`config.mk`:
```
export PLATFORM = sky130hd
export DESIGN_NAME = adc_serial_capture
export DESIGN_NICKNAME = d
export VERILOG_FILES = /design/src/rtl/audio_pkg.sv /design/src/rtl/edge_detect.sv /design/src/rtl/adc_serial_capture.sv
export SDC_FILE = /design/constraint.sdc
export NUM_CORES = 1
export LEC_CHECK = 0
export CORE_UTILIZATION = 40
export DETAILED_ROUTE_END_ITERATION = 7
export GPL_TIMING_DRIVEN = 0
export PLACE_DENSITY = 0.69
export SYNTH_ARGS = -nofsm -noshare
export SYNTH_HDL_FRONTEND = slang
export SYNTH_SLANG_ARGS = --single-unit
```
`constraint.sdc`:
```
create_clock -name clk -period 2.3 [get_ports clk]
set_clock_uncertainty 0.2 [all_clocks]
set_input_delay 0.46 -clock clk [delete_from_list [all_inputs] [get_ports clk]]
set_output_delay 0.46 -clock clk [all_outputs]
set_load 0.05 [all_outputs]
```
`src/rtl/audio_pkg.sv`:
```
// Shared constants for the audio front end: ADC frame geometry and the
// capture FSM state encoding.
package audio_pkg;

    localparam int DATA_W     = 12;
    localparam int LEAD_ZEROS = 4;
    localparam int CONV_LEN   = DATA_W + LEAD_ZEROS;
    localparam int FRAME_LEN  = 32;
    localparam int IDLE_LEN   = FRAME_LEN - CONV_LEN;

    // One counter serves both phases, so it must reach CONV_LEN.
    localparam int CNT_W = $clog2(CONV_LEN + 1);

    localparam logic [0:0] ST_IDLE = 1'b0;
    localparam logic [0:0] ST_CONV = 1'b1;

    // A well-formed frame starts with LEAD_ZEROS zero bits; any 1 there is an error.
    function automatic logic lead_err(input logic [CONV_LEN-1:0] frame);
        return |frame[CONV_LEN-1:DATA_W];
    endfunction

endpackage

```
`src/rtl/edge_detect.sv`:
```
// Registered one-cycle delay of a level signal plus single-cycle rise/fall
// pulses; shared by the ADC capture and the DAC stage.
module edge_detect (
    input  logic clk,
    input  logic reset,
    input  logic din,
    output logic rise,
    output logic fall
);

    logic din_d;

    // Delay flop: previous-cycle value of the monitored level.
    always_ff @(posedge clk or negedge reset) begin
        if (!reset) begin
            din_d <= 1'b0;
        end else begin
            din_d <= din;
        end
    end

    assign rise = din & ~din_d;
    assign fall = ~din & din_d;

endmodule

```
`src/rtl/adc_serial_capture.sv`:
```
// Frames and deserialises a 12-bit serial ADC (4 leading zeros + 12 data bits)
// once every FRAME_LEN s_clk periods and presents each sample with a valid strobe.
module adc_serial_capture
    import audio_pkg::*;
(
    input  logic              clk,
    input  logic              reset,
    input  logic              s_clk,
    input  logic              en,
    input  logic              adc_sdata,
    output logic              adc_sclk,
    output logic              adc_cs_n,
    output logic [DATA_W-1:0] sample,
    output logic              sample_valid,
    output logic              frame_err
);

    localparam logic [CNT_W-1:0] IDLE_LAST = CNT_W'(IDLE_LEN - 1);
    localparam logic [CNT_W-1:0] CONV_LAST = CNT_W'(CONV_LEN);

    logic                rise_s;
    logic                fall_s;
    logic                sd_meta_r;
    logic                sd_s;
    logic [0:0]          state_r;
    logic [CNT_W-1:0]    cnt_r;
    logic [CONV_LEN-1:0] shreg_r;

    assign adc_sclk = s_clk;

    edge_detect u_sclk_edge (
        .clk   (clk),
        .reset (reset),
        .din   (s_clk),
        .rise  (rise_s),
        .fall  (fall_s)
    );

    // Two-flop synchroniser for the ADC data line; data is stable for many clk cycles.
    always_ff @(posedge clk or negedge reset) begin
        if (!reset) begin
            sd_meta_r <= 1'b0;
            sd_s      <= 1'b0;
        end else begin
            sd_meta_r <= adc_sdata;
            sd_s      <= sd_meta_r;
        end
    end

    // Frame FSM: cnt_r counts s_clk falls in IDLE and captured bits in CONV.
    always_ff @(posedge clk or negedge reset) begin
        if (!reset) begin
            state_r      <= ST_IDLE;
            cnt_r        <= {CNT_W{1'b0}};
            shreg_r      <= {CONV_LEN{1'b0}};
            adc_cs_n     <= 1'b1;
            sample       <= {DATA_W{1'b0}};
            sample_valid <= 1'b0;
            frame_err    <= 1'b0;
        end else begin
            sample_valid <= 1'b0;
            frame_err    <= 1'b0;
            case (state_r)
                ST_IDLE: begin
                    if (fall_s) begin
                        if (cnt_r != IDLE_LAST) begin
                            cnt_r <= cnt_r + CNT_W'(1);
                        end else if (en) begin
                            state_r  <= ST_CONV;
                            adc_cs_n <= 1'b0;
                            cnt_r    <= {CNT_W{1'b0}};
                        end else begin
                            // Terminal count holds until capture is re-enabled.
                            cnt_r <= cnt_r;
                        end
                    end else begin
                        cnt_r <= cnt_r;
                    end
                end
                ST_CONV: begin
                    if (rise_s && (cnt_r != CONV_LAST)) begin
                        shreg_r <= {shreg_r[CONV_LEN-2:0], sd_s};
                        cnt_r   <= cnt_r + CNT_W'(1);
                    end else if (fall_s && (cnt_r == CONV_LAST)) begin
                        // Completing a frame ignores en so a started conversion always delivers.
                        state_r      <= ST_IDLE;
                        adc_cs_n     <= 1'b1;
                        cnt_r        <= {CNT_W{1'b0}};
                        sample       <= shreg_r[DATA_W-1:0];
                        sample_valid <= 1'b1;
                        frame_err    <= lead_err(shreg_r);
                    end else begin
                        cnt_r <= cnt_r;
                    end
                end
                default: begin
                    state_r  <= ST_IDLE;
                    adc_cs_n <= 1'b1;
                    cnt_r    <= {CNT_W{1'b0}};
                end
            endcase
        end
    end

endmodule
```
# Word level (Yosys, flattened, before mapping)

Index checks and enable logic that the tools add are counted.

Flip-flop bits (word level): 40
Bits of input ports: 5
Output and inout bits: 16
Word-level logic and storage cells: 58

Add/sub/neg operators: 1
Equal/unequal tests: 10
Mux-type cells: 24
Bitwise gates (word level): 6
Reduce and logical (&&, ||, !) cells: 7

Operators by type and width:

| operator                                                                | count |
|---|---|
| 5-bit two-way mux                                                       | 5 |
| 1-bit two-way mux                                                       | 16 |
| 5-bit case mux with 2 select lines                                      | 1 |
| 2-bit inequality test, second input constant                            | 4 |
| 3-bit AND reduction                                                     | 2 |
| 5-bit by 1-bit adder with 5-bit output, second input constant           | 1 |
| 5-bit equality test, second input constant                              | 1 |
| 5-bit by 4-bit inequality test with 1-bit output, second input constant | 1 |
| 5-bit inequality test, second input constant                            | 1 |
| 5-bit AND reduction                                                     | 1 |
| 1-bit inverter                                                          | 4 |
| 1-bit case mux with 2 select lines                                      | 2 |
| 4-bit OR reduction                                                      | 1 |
| 3-bit by 1-bit inequality test with 1-bit output, second input constant | 1 |
| 3-bit inequality test, second input constant                            | 1 |
| 1-bit AND                                                               | 2 |
| 1-bit logical AND                                                       | 2 |
| 2-bit by 1-bit inequality test with 1-bit output, second input constant | 1 |
| 2-bit AND reduction                                                     | 1 |

# Longest topological paths before layout

Gate-level depths: netlist of the first run.

Word-level depth: 6
Mapped depth: 8

# By module

A second synthesis of the first run with hierarchy kept.

Cell total of the unflattened synthesis: 121
Area total of the unflattened synthesis: 1734.2 sq um

By module, submodules not included:

| module             | times used | cells each | area each (sq um) | sequential area each (sq um) |
|---|---|---|---|---|
| adc_serial_capture | 1          | 118        | 1694.1            | 977.2 |
| edge_detect        | 1          | 3          | 40.0              | 25.0 |

# Worst setup path before layout of the first run

OpenSTA, ideal clock, no wires.

Path kind: reg2reg
From: reg cnt_r[0]
To: reg cnt_r[4]
Arrival: 1.571 ns
Data required time: 1.975 ns
Path slack: 0.405 ns
Stages on the path, launching flop included: 8
Path buffers: 0
Path through: dfrtp_1 -> ha_1 -> nand2_1 -> nor2_1 -> ha_1 -> a21oi_1 -> a21oi_4 -> mux2_2

Cells in the longest elaborated chain, start to end: 4

Ends and longest elaborated chain:

| element                                                                   | RTL line                                           | source |
|---|---|---|
| start, declared                                                           | adc_serial_capture.sv:26                           | `logic [CNT_W-1:0] cnt_r;` |
| start signal, assigned                                                    | adc_serial_capture.sv:54                           | `cnt_r <= {CNT_W{1'b0}};` |
| start signal, assigned                                                    | adc_serial_capture.sv:67                           | `cnt_r <= cnt_r + CNT_W'(1);` |
| start signal, assigned                                                    | adc_serial_capture.sv:71                           | `cnt_r <= {CNT_W{1'b0}};` |
| 5-bit by 1-bit adder with 5-bit output (tied with other cells)            | adc_serial_capture.sv:67, adc_serial_capture.sv:83 |  |
| 5-bit two-way mux (tied with other cells)                                 | adc_serial_capture.sv:66                           | `if (cnt_r != IDLE_LAST) begin` |
| 5-bit two-way mux (tied with other cells)                                 | adc_serial_capture.sv:65                           | `if (fall_s) begin` |
| 5-bit case mux with 2 select lines or 3-bit AND reduction (tied branches) | -                                                  |  |

Several ways; a longest one is shown, not always the timed one. The select of a mux whose other input is x is not followed.
A chain may end at the register's enable or synchronous reset.

# Final worst setup path of the first run

From: reg sample[11]
To: out sample[11]

RTL lines:

| element                | RTL line                 | source |
|---|---|---|
| start, declared        | adc_serial_capture.sv:13 | `output logic [DATA_W-1:0] sample,` |
| start signal, assigned | adc_serial_capture.sv:57 | `sample <= {DATA_W{1'b0}};` |
| start signal, assigned | adc_serial_capture.sv:89 | `sample <= shreg_r[DATA_W-1:0];` |

No word-level cell between the ends.

==> summary.md, run 1 <==
| Metric | Value |
|---|---|
| Vias in the first global route | `1081` |
| Die Y | `approximately 67 um` |
| Die X | `around 67 um` |
| Status | `complete, no violations` |
| Final Non-Filler Cells | `200` |
| Slowest CP cell | `clkdlybuf4s50_1` |
| H-tree levels | `2` |
| Final Setup Violations | `0` |
| Die area | `around 4500 sq um` |
| Simple-gate portion of the synthesized area | `under 10%` |
| Power Dens Cells | `between 700 and 800 nW/um^2` |
| WS Path Type | `flop to output port` |
| Ratio of final minimum period to clock period | `between 90 and 100%` |
| Fraction of layout cells with a size suffix above 1 | `approximately a third` |
| Synth area leaders | `dfrtp_1, mux2_2, ha_1` |
| Kind of cell adding the most delay to the critical path | `buffers and inverters` |
| P&R area growth vs syn | `20.4%` |
| Leakage | `0.00101 uW` |
| TNS Setup | `0 ns` |
| Row count | `23` |
| Final ANT Viol Nets | `0` |
| Syn_nets | `about 130` |
| CP peak stage delay | `~0.81 ns` |
| Fill cells | `338` |
| Compound-Gate Fraction of Synth Area | `about 5.9%` |
| IO Count | `21` |
| Hold Violations, Final | `0` |
| Gate Count Post-Synth | `122` |
| Largest net degree at the start of global routing | `41` |
| Sequential element share of the synthesized area | `58.8%` |
| GPL Wtd Cong | `0.846` |
| R2r setup slk | `around 0.17 ns` |
| Main combinational cell family by area after synthesis | `multiplexers` |
| Mux cell area share after synthesis | `20.3%` |
| WL/cell | `14.3 um` |
| Avg Cell Area, Syn | `about 14 sq um` |
| Max-slew violations | `0` |
| Switching part of the total | `between 20% and 30%` |
| Initial Util | `between 40% and 50%` |
| Number of library cell types mapped by synthesis | `25` |
| Global-route wire length before repair | `5090 um` |
| Post-CTS sizing | `2` |
| Synth Area in Adders | `under 10%` |
| Iteration-0 DRC Markers | `25` |
| Clock latency on the worst-skew pair | `around 0.30 ns` |
| Share of the synthesized area in the top cell type | `a little under three fifths` |
| CTS clk-pin slew, worst paths | `0.08 ns` |
| Post-route DRC | `0` |
| Rel. slew slack | `between 40% and 50%` |
| Clock sink total | `40` |
| Core area | `approximately 4100 sq um` |
| Power Total | `approximately 1600 uW` |
| Max-capacitance violation count | `0` |
| Synth Warn # | `0` |
| TritonCTS Buffers | `5` |
| #FFs+latches synth | `40` |
| Worst Tran Pin Value | `slightly below 0.9 ns` |
| Final Critical Period | `around 2.1 ns` |
| DPL Wire Length | `approximately 2000 um` |
| TritonRoute pass-1 iters | `4` |
| Placed cell count | `192` |
| TritonCTS clock tree | `done` |
| CP Max Fanout | `2` |
| RSZ-0062 raised after global routing | `false` |
| Cell chain of the critical path | `clkdlybuf4s50_1` |
| Internal | `roughly 1200 uW` |
| CTS max path bufs | `2` |
| Critical Path AT | `between 1 and 1.5 ns` |
| R2R Path Start | `cnt_r[0]` |
| Port buffer count | `20` |
| Total routed wirelength | `between 2000 and 3000 um` |
| Comb pwr share | `17.8%` |
| Gr usage total | `15.7%` |
| GRT overflow | `0` |
| Vias | `996` |
| P_sw | `between 400 and 500 uW` |
| Clk root buf | `clkbuf_8` |
| Final #Nets | `~160` |
| Critical Path RT | `between 1.5 and 2 ns` |
| Initial antenna violation count | `0` |
| CP Launch Type | `flop` |
| Reg power frac | `51.4%` |
| # Post-CTS Setup Buffers | `0` |
| Max frequency | `0.467 GHz` |
| Ant. Diodes | `0` |
| Vias per Instance | `~5` |
| Top cell type by total area after synthesis | `dfrtp_1` |
| Cts hold-fix bufs | `0` |
| XOR/XNOR Fraction of Synth Area | `less than 1%` |
| CP bufs+invs | `1` |
| Post-Syn Area | `between 1500 and 2000 sq um` |
| Worst Hold Class | `primary input to asynchronous set/reset pin` |
| Worst Setup End Kind | `output port` |
| Clock share of power | `between 30 and 40%` |
| Worst VDD drop | `approximately 0.42 mV` |
| Worst Setup SP | `sample[11]` |
## layout by cell type (no fill, tap or decap), types with 2 or more instances in the layout
master           instances
mux2_2                  29
a211o_1                  2
dfrtp_1                 39
inv_1                    8
a21oi_1                  4
buf_4                    2
nor2_1                   9
clkbuf_8                 6
buf_6                    3
clkdlybuf4s50_1         17
o21ai_0                  4
nand2_1                  2
ha_1                     4
mux2i_1                  2
nand3_1                  2
## power by group through the flow
| stage | logic, uW | clock network [uW] | registers (uW) |
|---|---|---|---|
| after floorplan | 229 | 0 | 820 |
| after global placement | 277 | 0 | 830 |
| after detailed placement | 293 | 0 | 834 |
| after CTS | 291 | 510 | 821 |
| after global routing | 317 | 538 | 832 |
| final | 285 | 491 | 821 |
## per-layer routing
layer	up-vias	GRT usage [%]	part of all wire, %
met5	-	0	0
met4	0	6.91	1.9
met3	7	5.57	3.7
met2	20	25.5	49
met1	500	18.8	46
li1	469	-	-
## synth_stat cells, drive strengths merged
cell,instances
a211o,2
a21oi,5
a22o,1
and4b,1
buf,5
dfrtp,39
dfstp,1
ha,4
inv,8
mux2,29
mux2i,2
nand2,3
nand2b,1
nand3,2
nand4bb,1
nor2,9
nor2b,1
nor4,1
o211a,1
o21a,1
o21ai,4
xnor2,1
## stage by stage
step                      worst slack (ns)  hold slack [ns]  instance area (sq um)  utilization (%)
after global routing                0.0189            0.132                   2050             50.6
after floorplan                      0.405          -0.0356                   1700                -
after detailed placement            -0.267            0.142                   1960             48.4
after global placement              -0.330            0.134                   1970             48.5
final                                0.157           0.0631                   2050             50.6
after CTS                          0.00183           0.0931                   2060             50.7
## registers in the layout, summed over array words and instances (netlist names)
name / cells
sd_meta_r: 1
sample_valid: 1
shreg_r: 16
u_sclk_edge.din_d: 1
sample: 12
adc_cs_n: 1
frame_err: 1
sd_s: 1
cnt_r: 5
state_r: 1
## final cells by class
class                      count  area, sq um  area share, %
sequential                    40         1000           48.8
multi-input combinational     69          623           30.4
timing repair buffer          20          189           9.21
clock buffer                   6         82.6           4.02
tap                           50         62.6           3.05
buffer                         5         48.8           2.38
inverter                       8         30.0           1.46
clock inverter                 2         13.8          0.671
## path summary, 6_finish.rpt
path	to	cells after the start
max in group asynchronous	shreg_r[11]	1
worst min register to register	sd_s	0
worst max register to register	cnt_r[4]	7
worst min-delay path	sample[4]	1
worst max-delay path	sample[11]	1
min in group clk	sd_s	0
## kinds of logic (layout without fill, tap and decap cells)
logic type               count (synthesis)  count (layout)
XOR/XNOR                                 1               1
adder cells (fa/ha/maj)                  4               4
flip-flops                              40              40
multiplexers                            31              31
AND/OR/NAND/NOR                         19              19
buffers and inverters                   13              41
AO/OA/AOI/OAI                           14              14
Power figures use the tool's default switching activity.
==> run 2: changes to the inputs <==
Settings changed: CTS_CLUSTER_SIZE set to 20, TNS_END_PERCENT set to 50.
==> results of run 2 <==
No change in the layout: final DEF, timing and power equal those of run 1.
